### src/rtl/obs_sampler_pkg.sv
// Shared types and default widths for the observation sampler.
// The state encoding keeps obs_req and out_valid as single register bits.
package obs_pkg;

    // IDLE=00, REQ=01, HOLD=10: bit 0 is obs_req, bit 1 is out_valid.
    typedef enum logic [1:0] {
        IDLE = 2'b00,
        REQ  = 2'b01,
        HOLD = 2'b10
    } obs_state_e;

    localparam int unsigned OBS_DATA_W_DEF  = 8;
    localparam int unsigned OBS_SEQ_W_DEF   = 8;
    localparam int unsigned OBS_TIMEOUT_DEF = 1024;

endpackage

### src/rtl/obs_sampler_if.sv
// Bundle of the sampler's control, fetch and delivery signals.
// The master modport is the sampler's view; slave is the environment's view.
interface obs_sampler_if
    import obs_pkg::*;
#(
    parameter int DATA_W = OBS_DATA_W_DEF,
    parameter int SEQ_W  = OBS_SEQ_W_DEF
) ();

    logic              en;
    logic              pulse;
    logic              obs_req;
    logic              obs_ack;
    logic [DATA_W-1:0] obs_data;
    logic              out_valid;
    logic              out_ready;
    logic [DATA_W-1:0] out_data;
    logic [SEQ_W-1:0]  out_seq;
    logic              overrun;
    logic [SEQ_W-1:0]  missed;
    logic              timeout_err;

    modport master (
        input  en, pulse, obs_ack, obs_data, out_ready,
        output obs_req, out_valid, out_data, out_seq, overrun, missed, timeout_err
    );

    modport slave (
        output en, pulse, obs_ack, obs_data, out_ready,
        input  obs_req, out_valid, out_data, out_seq, overrun, missed, timeout_err
    );

endinterface

### src/rtl/obs_timeout_cnt.sv
// Watchdog for the fetch phase: a down-counter loaded with TIMEOUT-1 while idle,
// decremented while running; expired flags the terminal count during a run.
module obs_timeout_cnt
    import obs_pkg::*;
#(
    parameter int TIMEOUT = OBS_TIMEOUT_DEF
) (
    input  logic clk,
    input  logic rst,
    input  logic clear,
    input  logic run,
    output logic expired
);

    localparam int CNT_W = (TIMEOUT > 2) ? $clog2(TIMEOUT) : 1;
    localparam logic [CNT_W-1:0] LOAD = CNT_W'(TIMEOUT - 1);

    logic [CNT_W-1:0] count_q;
    logic [CNT_W-1:0] count_d;
    logic             at_zero;

    assign at_zero = (count_q == '0);
    assign expired = run && at_zero;

    always_comb begin
        count_d = count_q;
        if (clear) begin
            count_d = LOAD;
        end else if (run && !at_zero) begin
            count_d = count_q - 1'b1;
        end
    end

    always_ff @(posedge clk or negedge rst) begin
        if (!rst) begin
            count_q <= LOAD;
        end else begin
            count_q <= count_d;
        end
    end

endmodule

### src/rtl/obs_sampler.sv
// Pulse-triggered req/ack fetch with valid/ready delivery, overrun reporting and
// sequence tagging. Define OBS_SAMPLER_TIMEOUT_EN to enable the fetch watchdog.
module obs_sampler
    import obs_pkg::*;
#(
    parameter int DATA_W  = OBS_DATA_W_DEF,
    parameter int TIMEOUT = OBS_TIMEOUT_DEF,
    parameter int SEQ_W   = OBS_SEQ_W_DEF
) (
    input  logic          clk,
    input  logic          rst,
    obs_sampler_if.master bus
);

    obs_state_e        state_q;
    obs_state_e        state_d;
    logic [DATA_W-1:0] out_data_q;
    logic [DATA_W-1:0] out_data_d;
    logic [SEQ_W-1:0]  out_seq_q;
    logic [SEQ_W-1:0]  out_seq_d;
    logic [SEQ_W-1:0]  missed_q;
    logic [SEQ_W-1:0]  missed_d;
    logic              overrun_q;
    logic              overrun_d;
    logic              timeout_err_q;
    logic              timeout_err_d;
    logic              expired;

`ifdef OBS_SAMPLER_TIMEOUT_EN
    // Held loaded outside REQ, so every REQ entry starts a fresh window.
    obs_timeout_cnt #(
        .TIMEOUT (TIMEOUT)
    ) u_timeout_cnt (
        .clk     (clk),
        .rst     (rst),
        .clear   (state_q != REQ),
        .run     (state_q == REQ),
        .expired (expired)
    );
`else
    assign expired = 1'b0;
`endif

    always_ff @(posedge clk or negedge rst) begin
        if (!rst) begin
            state_q <= IDLE;
        end else begin
            state_q <= state_d;
        end
    end

    always_comb begin
        state_d = state_q;
        unique case (state_q)
            IDLE: if (bus.en && bus.pulse) state_d = REQ;
            REQ: begin
                if (bus.obs_ack) begin
                    state_d = HOLD;
                end else if (expired) begin
                    state_d = IDLE;
                end
            end
            HOLD: if (bus.out_ready) state_d = IDLE;
            default: state_d = IDLE;
        endcase
    end

    always_comb begin
        out_data_d    = out_data_q;
        out_seq_d     = out_seq_q;
        missed_d      = missed_q;
        overrun_d     = 1'b0;
        timeout_err_d = 1'b0;
        if (state_q == REQ) begin
            if (bus.obs_ack) begin
                out_data_d = bus.obs_data;
            end else if (expired) begin
                timeout_err_d = 1'b1;
            end
        end
        if (state_q == HOLD && bus.out_ready) begin
            out_seq_d = out_seq_q + 1'b1;
        end
        // Any pulse while busy is an overrun, even with en low.
        if (state_q != IDLE && bus.pulse) begin
            overrun_d = 1'b1;
            if (missed_q != '1) begin
                missed_d = missed_q + 1'b1;
            end
        end
    end

    always_ff @(posedge clk or negedge rst) begin
        if (!rst) begin
            out_data_q    <= '0;
            out_seq_q     <= '0;
            missed_q      <= '0;
            overrun_q     <= 1'b0;
            timeout_err_q <= 1'b0;
        end else begin
            out_data_q    <= out_data_d;
            out_seq_q     <= out_seq_d;
            missed_q      <= missed_d;
            overrun_q     <= overrun_d;
            timeout_err_q <= timeout_err_d;
        end
    end

    assign bus.obs_req     = state_q[0];
    assign bus.out_valid   = state_q[1];
    assign bus.out_data    = out_data_q;
    assign bus.out_seq     = out_seq_q;
    assign bus.overrun     = overrun_q;
    assign bus.missed      = missed_q;
    assign bus.timeout_err = timeout_err_q;

endmodule
### src/flat_wrapper.sv
// flat-port wrapper written by rule: the top's interface ports become plain ports
module obs_sampler_flat import obs_pkg::*;
#(
    parameter int DATA_W  = OBS_DATA_W_DEF,
    parameter int TIMEOUT = OBS_TIMEOUT_DEF,
    parameter int SEQ_W   = OBS_SEQ_W_DEF
)
  (clk, rst, bus_en, bus_pulse, bus_obs_ack, bus_obs_data, bus_out_ready, bus_obs_req, bus_out_valid, bus_out_data, bus_out_seq, bus_overrun, bus_missed, bus_timeout_err);
  obs_sampler_if #(.DATA_W(DATA_W), .SEQ_W(SEQ_W)) bus_i ();
  input  logic clk;
  input  logic rst;
  input wire logic [$bits(bus_i.en)-1:0] bus_en;
  input wire logic [$bits(bus_i.pulse)-1:0] bus_pulse;
  input wire logic [$bits(bus_i.obs_ack)-1:0] bus_obs_ack;
  input wire logic [$bits(bus_i.obs_data)-1:0] bus_obs_data;
  input wire logic [$bits(bus_i.out_ready)-1:0] bus_out_ready;
  output wire logic [$bits(bus_i.obs_req)-1:0] bus_obs_req;
  output wire logic [$bits(bus_i.out_valid)-1:0] bus_out_valid;
  output wire logic [$bits(bus_i.out_data)-1:0] bus_out_data;
  output wire logic [$bits(bus_i.out_seq)-1:0] bus_out_seq;
  output wire logic [$bits(bus_i.overrun)-1:0] bus_overrun;
  output wire logic [$bits(bus_i.missed)-1:0] bus_missed;
  output wire logic [$bits(bus_i.timeout_err)-1:0] bus_timeout_err;
  assign bus_i.en = bus_en;
  assign bus_i.pulse = bus_pulse;
  assign bus_i.obs_ack = bus_obs_ack;
  assign bus_i.obs_data = bus_obs_data;
  assign bus_i.out_ready = bus_out_ready;
  assign bus_obs_req = bus_i.obs_req;
  assign bus_out_valid = bus_i.out_valid;
  assign bus_out_data = bus_i.out_data;
  assign bus_out_seq = bus_i.out_seq;
  assign bus_overrun = bus_i.overrun;
  assign bus_missed = bus_i.missed;
  assign bus_timeout_err = bus_i.timeout_err;
  obs_sampler #(.DATA_W(DATA_W), .TIMEOUT(TIMEOUT), .SEQ_W(SEQ_W)) u_core (.clk(clk), .rst(rst), .bus(bus_i));
endmodule
### config.mk
export PLATFORM = sky130hd
export DESIGN_NAME = obs_sampler_flat
export DESIGN_NICKNAME = d
export VERILOG_FILES = /design/src/rtl/obs_sampler_pkg.sv /design/src/rtl/obs_sampler_if.sv /design/src/rtl/obs_timeout_cnt.sv /design/src/rtl/obs_sampler.sv /design/src/flat_wrapper.sv
export SDC_FILE = /design/constraint.sdc
export NUM_CORES = 1
export LEC_CHECK = 0
export ABC_AREA = 1
export CORE_ASPECT_RATIO = 0.6
export CORE_UTILIZATION = 49
export CTS_CLUSTER_DIAMETER = 50
export DETAILED_ROUTE_END_ITERATION = 10
export PLACE_DENSITY_LB_ADDON = 0.15
export SLEW_MARGIN = 20
export SYNTH_ARGS = -nofsm -noshare
export SYNTH_HDL_FRONTEND = slang
export SYNTH_SLANG_ARGS = --single-unit
### constraint.sdc
create_clock -name clk -period 1.9 [get_ports clk]
set_input_delay 0.285 -clock clk [delete_from_list [all_inputs] [get_ports clk]]
set_output_delay 0.285 -clock clk [all_outputs]
set_load 0.01 [all_outputs]
==> Word-level counts from Yosys, hierarchy flattened <==
Index checks and enable logic that the tools add are counted.
{ "totals": {"ff_bits": 27, "in_bits": 14, "output_inout_bits": 28, "elab_cells": 26} }
{ "op_classes": {"addsub": 2, "eq_ne": 6, "muxes": 5, "reduce_logical": 8} }
{ "ops": {"columns": ["operator", "n"], "rows": [
  ["adder 8 x 1 -> 8 bit (second input constant)", 2],
  ["inequality test 8 bit (second input constant)", 1],
  ["two-way mux 2 bit", 3],
  ["one-hot mux 2 bit (3 select lines)", 1],
  ["inequality test 2 bit (second input constant)", 2],
  ["AND reduction 2 bit", 2],
  ["logical AND 1 bit", 3],
  ["AND reduction 3 bit", 1],
  ["equality test 2 x 1 -> 1 bit (second input constant)", 1],
  ["equality test 2 bit (second input constant)", 1],
  ["zero test 2 bit", 1],
  ["inequality test 2 x 1 -> 1 bit (second input constant)", 1],
  ["nonzero test 2 bit", 1],
  ["two-way mux 1 bit", 1]
]} }

==> Depth between registers and ports, before layout <==
{ "logic_depth": {"depth_word": 3, "ltp_mapped": 8, "depth_no_buf": 8} }

==> Worst setup path after synthesis <==
No wires, ideal clock.
{ "synth_path": {"kind": "reg-to-reg", "startpoint": "reg u_core.missed_q[0], in the netlist u_core.bus.missed[0]", "endpoint": "reg u_core.missed_q[3], in the netlist u_core.bus.missed[3]", "setup_ns": 0.116, "arrival_ns": 1.123, "required_ns": 1.784, "setup_slack_ns": 0.661, "stages_incl_launch_ff": 9, "n_path_buf": 0, "period_less_slack_ns": 1.239, "cell_sequence": "dfrtp_1 -> ha_1 -> nand3_1 -> inv_1 -> nand2_1 -> nand2_4 -> inv_4 -> nand2_1 -> nand2_1"} }
{ "synth_via": {"elab_chain_len": 2, "word_cells_on_any_way": 3, "cone_classes": "add/sub: 1; eq/ne: 1; reduce/logical: 1"} }
{ "synth_lines": {"columns": ["element", "line", "text"], "rows": [
  ["from (decl)", "obs_sampler.sv:21", "logic [SEQ_W-1:0] missed_q;"],
  ["from (signal assigned)", "obs_sampler.sv:103", "missed_q <= missed_d;"],
  ["parallel branches: the longest is 2 deep, another holds adder 8 x 1 -> 8 bit", null, null]
]} }
Parallel ways; which one is timed is not known.
A chain may end at the register's enable or synchronous reset.

==> Final worst setup path <==
{ "layout_path": {"startpoint": "reg u_core.state_q[1]", "endpoint": "out bus_out_valid"} }
{ "layout_lines": {"columns": ["element", "line", "text"], "rows": [
  ["from (decl)", "obs_sampler.sv:15", "obs_state_e state_q;"],
  ["from (signal assigned)", "obs_sampler.sv:48", "state_q <= state_d;"],
  ["to (decl)", "flat_wrapper.sv:18", "output wire logic [$bits(bus_i.out_valid)-1:0] bus_out_valid;"]
]} }
No word-level cell between the ends.

==> results.toml <==
[finish]
multi_input_area_um2 = 551
regArea_um2 = 676
final_layout_size_suffix_gt1_share_pct = 6.44
n_fill_cell = 199
area_grow_syn2layout_pct = 35.4
final_net_count = 219
antenna-diode-count = 0
post-route-util_pct = 71.0

[logic_synthesis]
netlist-cell-type-count = 23
synthesis.area_per_instance_um2 = 8.44
sequential_share_of_the_synthesized_area_pct = 50.4
mapped_nets = 175
synth.ff_latch_count = 27
yosys_warnings = 0
post_synthesis_cells = 159
netlist_area_mm2 = 0.00134

[clock_tree]
number_of_cells_upsized_or_downsized_after_cts = 0
cts_htree_levels = 1
clock_sink_count = 27
clock_tree_from_tritoncts = "yes"
post_cts.repair.setup_buffers = 0
clock_pin_slew_of_the_registers_on_the_worst_case_setup_and_hold_paths_ps = 90
clock_insertion_delay_worst_skew_ps = 270
clock-root-buffer = "sky130_fd_sc_hd__clkbuf_8"
cts.hold.buffers_added = 0
cts-buffers-inserted = 3
clock_tree.buffer_depth = 2

[setup_path]
critical_path_at_ps = 1360
regToRegStartpoint = "u_core.bus.missed[0]"
timing.critical_path.max_delay_family = "buffers and inverters"
critical_path.cell_chain = "clkdlybuf4s50_1"
timing.critical_path.fanout_max = 6
critical_path.slowest_cell = "sky130_fd_sc_hd__clkdlybuf4s50_1"
path_class = "flop to output port"
critical_path_data_required_time_ps = 1620
timing.critical_path.buf_inv = 1
crit_path_start_kind = "flop"
critical_path.startpoint = "u_core.state_q[1]"
cpPeakStageDelay_ps = 590
critical_path.endpoint_type = "output port"

[drt]
starting_drt_drc_count = 71
drc_errors = 0
detail_route.wl_per_cell_um = 11.8
viasPerCell = 4.86
final_routed_wirelength_across_all_metal_layers_um = 2770
num_vias = 1138
antenna_violating_nets_post_route = 0
detailedRoute.firstPassIterationCount = 4

[pwr]
vdd_ir_drop_max_uv = 743
cellPowerDensity_mw_per_mm2 = 1120
totalPowerFinal_mw = 2.04
leakagePower_nw = 0.880

[grt]
grt_pass1_vias = 1066
grt_antenna_before_repair = 0
first_pass_grt_wire_length_um = 4620
grt_remaining_overflow = 0
gr-usage-all-layers_pct = 20.5
grt_max_degree = 28

[sta]
final_number_of_hold_violating_endpoints = 0
totalNegativeSetupSlack_ps = 0
layout_min_cycle_time_ps = 1640
unrepaired_setup_endpoints_after_global_routing = "false"
final-max-slew-violation-count = 0
skew_ps = 3.11
fraction_of_the_cycle_the_final_worst_path_needs_pct = 86.5
setup_violations = 0
timing.fmax_mhz = 609

[floorplanning]
pin_count = 42
die_area_mm2 = 0.00296
die_h_um = 42.5
die_extent_in_x_um = 69.5
fp.coreArea_mm2 = 0.00256
floorplan.initialDensity_pct = 52.4
num_rows = 14

[job]
max_cap_viol_count = 0

[placed_design]
port_buffers = 40
dp.final_hpwl_um = 2130
gpl.final_weighted_congestion = 0.813

[status]
status = "completed"

[min_path]
hold_path.class = "input pin to async pin"
## Yosys cell counts
library cell	instances	share of area (%)
sky130_fd_sc_hd__buf_6	1	0.84
sky130_fd_sc_hd__ha_1	2	1.9
sky130_fd_sc_hd__inv_1	23	6.4
sky130_fd_sc_hd__nor2_8	1	1.5
sky130_fd_sc_hd__o21ai_0	11	4.1
sky130_fd_sc_hd__nand4_1	2	0.93
sky130_fd_sc_hd__nor2_4	2	1.7
sky130_fd_sc_hd__o31ai_1	2	1.1
sky130_fd_sc_hd__nor2_2	1	0.47
sky130_fd_sc_hd__inv_4	1	0.47
sky130_fd_sc_hd__nand2_4	1	0.84
sky130_fd_sc_hd__nor2_1	8	2.2
sky130_fd_sc_hd__conb_1	1	0.28
sky130_fd_sc_hd__dfrtp_1	27	50
sky130_fd_sc_hd__inv_2	1	0.28
sky130_fd_sc_hd__nand3_4	2	2.6
sky130_fd_sc_hd__xnor2_1	2	1.3
sky130_fd_sc_hd__buf_4	1	0.56
sky130_fd_sc_hd__nand3_1	7	2.6
sky130_fd_sc_hd__nand2_1	57	16
sky130_fd_sc_hd__o21ai_1	1	0.37
sky130_fd_sc_hd__nand3b_1	1	0.56
sky130_fd_sc_hd__xor2_1	4	2.6
## power by group
part	total, mW	switching, mW	internal (mW)
registers	0.904	0.158	0.746
clock network	0.321	0.171	0.150
logic	0.815	0.370	0.446
## routing by layer
| metal | GRT usage [%] | vias to the layer above | part of all wire [%] |
|---|---|---|---|
| li1 | - | 570 | - |
| met1 | 25.0 | 537 | 46 |
| met2 | 35.9 | 29 | 49 |
| met3 | 6.25 | 2 | 5.1 |
| met4 | 4.90 | 0 | 0.40 |
| met5 | 0 | - | 0 |
## kinds of logic (layout without fill, tap and decap cells)
| logic type | after synthesis | after routing | synth area share (%) |
|---|---|---|---|
| AOI/OAI and AO/OA | 14 | 14 | 5.60 |
| xor gates and xnor gates | 6 | 6 | 3.92 |
| adders and majority gates | 2 | 2 | 1.87 |
| buffers and inverters | 27 | 70 | 8.58 |
| DFF | 27 | 27 | 50.4 |
| other | 1 | 1 | 0.280 |
| and+or+nand+nor | 82 | 82 | 29.4 |
## flip-flops by register name, indices dropped and copies added (netlist names)
name,flops
u_core.bus.missed,8
u_core.bus.overrun,1
u_core.bus.out_data,8
u_core.state_q,2
u_core.bus.out_seq,8
## cell type report
cell class | instances | area share, %
Clock buffer | 4 | 2.48
Timing Repair Buffer | 41 | 22.5
Inverter | 25 | 5.31
Multi-Input combinational cell | 105 | 30.3
Tap cell | 32 | 2.21
Sequential cell | 27 | 37.2
## per-stage QoR
stage | instances | setup slack, ps | area (um2) | hold WS (ps)
after CTS | 234 | 247 | 1820 | 388
after global routing | 234 | 190 | 1820 | 415
after detailed placement | 230 | 491 | 1770 | 480
after floorplan | 159 | 661 | 1340 | -10.6
after global placement | 230 | 518 | 1770 | 465
final | 234 | 257 | 1820 | 376
## placed cells by master (no fill, tap or decap), drive strengths merged
master / instances
xor2: 4
nor2: 12
o21ai: 12
nand2: 58
xnor2: 2
o31ai: 2
buf: 1
nand3: 9
nand4: 2
ha: 2
dfrtp: 27
clkdlybuf4s50: 40
conb: 1
inv: 25
clkbuf: 4
nand3b: 1
## path summary, 6_finish.rpt
| path | slack (ps) | depth (start not counted) | to |
|---|---|---|---|
| min | 380 | 2 | u_core.bus.out_data[0] |
| max reg2reg | 510 | 8 | u_core.bus.missed[7] |
| min in group clk | 490 | 2 | u_core.bus.out_data[6] |
| max in group asynchronous | 1270 | 2 | u_core.state_q[0] |
| max | 260 | 1 | bus_out_valid |
| min reg2reg | 490 | 2 | u_core.bus.out_data[6] |
Note: power is estimated with default switching activity, not from simulation.
==> patch: new RTL, same settings <==
The package constant `OBS_SEQ_W_DEF` goes from 8 to 9.
--- a/src/rtl/obs_sampler_pkg.sv
+++ b/src/rtl/obs_sampler_pkg.sv
@@ -10,7 +10,7 @@
     } obs_state_e;
 
     localparam int unsigned OBS_DATA_W_DEF  = 8;
-    localparam int unsigned OBS_SEQ_W_DEF   = 8;
+    localparam int unsigned OBS_SEQ_W_DEF   = 9;
     localparam int unsigned OBS_TIMEOUT_DEF = 1024;
 
 endpackage
Ports: changed (resized bus_missed and bus_out_seq); port bits go from 42 to 44. The function was not compared with the original's and may differ.
==> patch against the original RTL <==
  * Synthesized area grew 3.8%
  * Worst setup slack lost 0.13 ns
  * Sequential cell count grew 2
  * Fmax shrank 7.2%
  * Largest power group unchanged
  * Non-clock buffer count grew 3
  * Wire length grew 9.8%
  * Critical path depth grew 7
  * Combinational power grew 2.8%
  * Count of clock-buffer cells in the layout grew 4
  * Largest cell class unchanged
  * Design area grew 6.8%
  * Power grew 12%
==> patch: results (changes against the original RTL) <==
** Placed design
- The worst setup slack before clock tree synthesis was 0.0492 ns (-0.442 ns).
- HPWL Detailed :: 2.28 mm (+7.2%)
- The routability-driven placement congestion ratio was 0.850 (+4.6%).

** Routing
- DR vias :: 1153 (+1.3%)
- 1st-iter DRT viols :: 70 (-1.4%)
- The met1 wire length was 1.43 mm (+13%).
- Routed met2 length :: 1.41 mm (+4.2%)
- The number of search-and-repair iterations in the first detailed-routing pass came to 6 (+2).
- The total length of routed wires came to 3.04 mm (+9.8%).

** Setup path
- Master of the slowest instance on the critical path :: dfrtp_1
- Worst Path Max Fanout :: 9 (+3)
- The endpoint identified for the worst register-to-register timing path is u_core.bus.missed[5]$_DFFE_PN0P_.
- Worst Path Arrival :: 1.93 ns (+0.57 ns)

** Global route
- The wire length of the first global-routing pass came to 4.93 mm (+6.7%).
- All-Layer GR Usage :: 22.1% (+1.6 points)
- Pin count of the biggest net entering global routing :: 30 (+7.1%)
- Global-route met1 utilization :: 26.9% (+1.9 points)
- Met2 GRT Util :: 36.9% (+1.0 points)

** Status
- Outcome :: complete, no violations

** Power and ir drop
- The leakage power of the design was 0.928 nW (+5.4%).
- Max rail drop VDD :: 0.788 mV (+6.1%)
- Sw power :: 0.749 mW (+7.2%)
- The sequential power was 0.980 mW (+8.4%).
- The power in the clock group was 0.469 mW (+46%).
- The power density over cell area is 1180 mW/mm^2 (+5.0%).

** STA
- The maximum clock skew at final layout was 0.00545 ns (+0.00234 ns).

** Finish
- Final-stage net count :: 223 (+1.8%)
- The number of non-filler instances in the completed layout is 239 (+2.1%).

** Synthesis
- The commonest cells after synthesis are 51 x nand2_1, 29 x dfrtp_1, 25 x inv_1, 10 x nand3_1, 10 x o21ai_0.
- Post-synthesis net count :: 174 (-0.57%)

** CTS
- The clock-pin transition on the worst setup and hold timing paths was 0.06 ns (-0.03 ns).
- The number of H-tree levels is 2 (+1).
- Number of buffers created by CTS :: 5 (+2)
## patch: worst max-delay path by stage
stage          depth (start not counted)                             start                               end  slack [ns]
3_5_place_dp                           7  u_core.bus.missed[0]$_DFFE_PN0P_  u_core.bus.missed[0]$_DFFE_PN0P_        0.05
3_3_place_gp                           8  u_core.bus.missed[0]$_DFFE_PN0P_  u_core.bus.missed[7]$_DFFE_PN0P_        0.22
5_1_grt                                8  u_core.bus.missed[0]$_DFFE_PN0P_  u_core.bus.missed[5]$_DFFE_PN0P_       0.003
4_1_cts                                7  u_core.bus.missed[0]$_DFFE_PN0P_  u_core.bus.missed[0]$_DFFE_PN0P_        0.03
2_1_floorplan                          8  u_core.bus.missed[0]$_DFFE_PN0P_  u_core.bus.missed[7]$_DFFE_PN0P_        0.25
6_report                               8  u_core.bus.missed[0]$_DFFE_PN0P_  u_core.bus.missed[5]$_DFFE_PN0P_        0.13
## patch: layout make-up
type / instances / area, sq um / share of cell area, %
Timing Repair Buffer: 44 / 435 / 22.5
Clock buffer: 8 / 80.1 / 4.13
Inverter: 25 / 93.8 / 4.84
Sequential cell: 29 / 726 / 37.4
Tap cell: 32 / 40.0 / 2.07
Multi-Input combinational cell: 101 / 563 / 29.1
## patch: timing repair
item,CTS,global route
hold buffers,0,0
gates resized for setup,0,2
endpoints found under the setup margin,0,9
setup buffers,0,1
## patch: cells by family after synthesis
kind of cell             after synthesis  share of synthesized area (%)
AND/OR/NAND/NOR                       77                           27.1
flip-flops                            29                           52.1
buffers and inverters                 27                           8.09
AO/OA/AOI/OAI                         12                           4.67
XOR/XNOR                               8                           5.03
adder cells (fa/ha/maj)                3                           2.70
other                                  1                          0.269
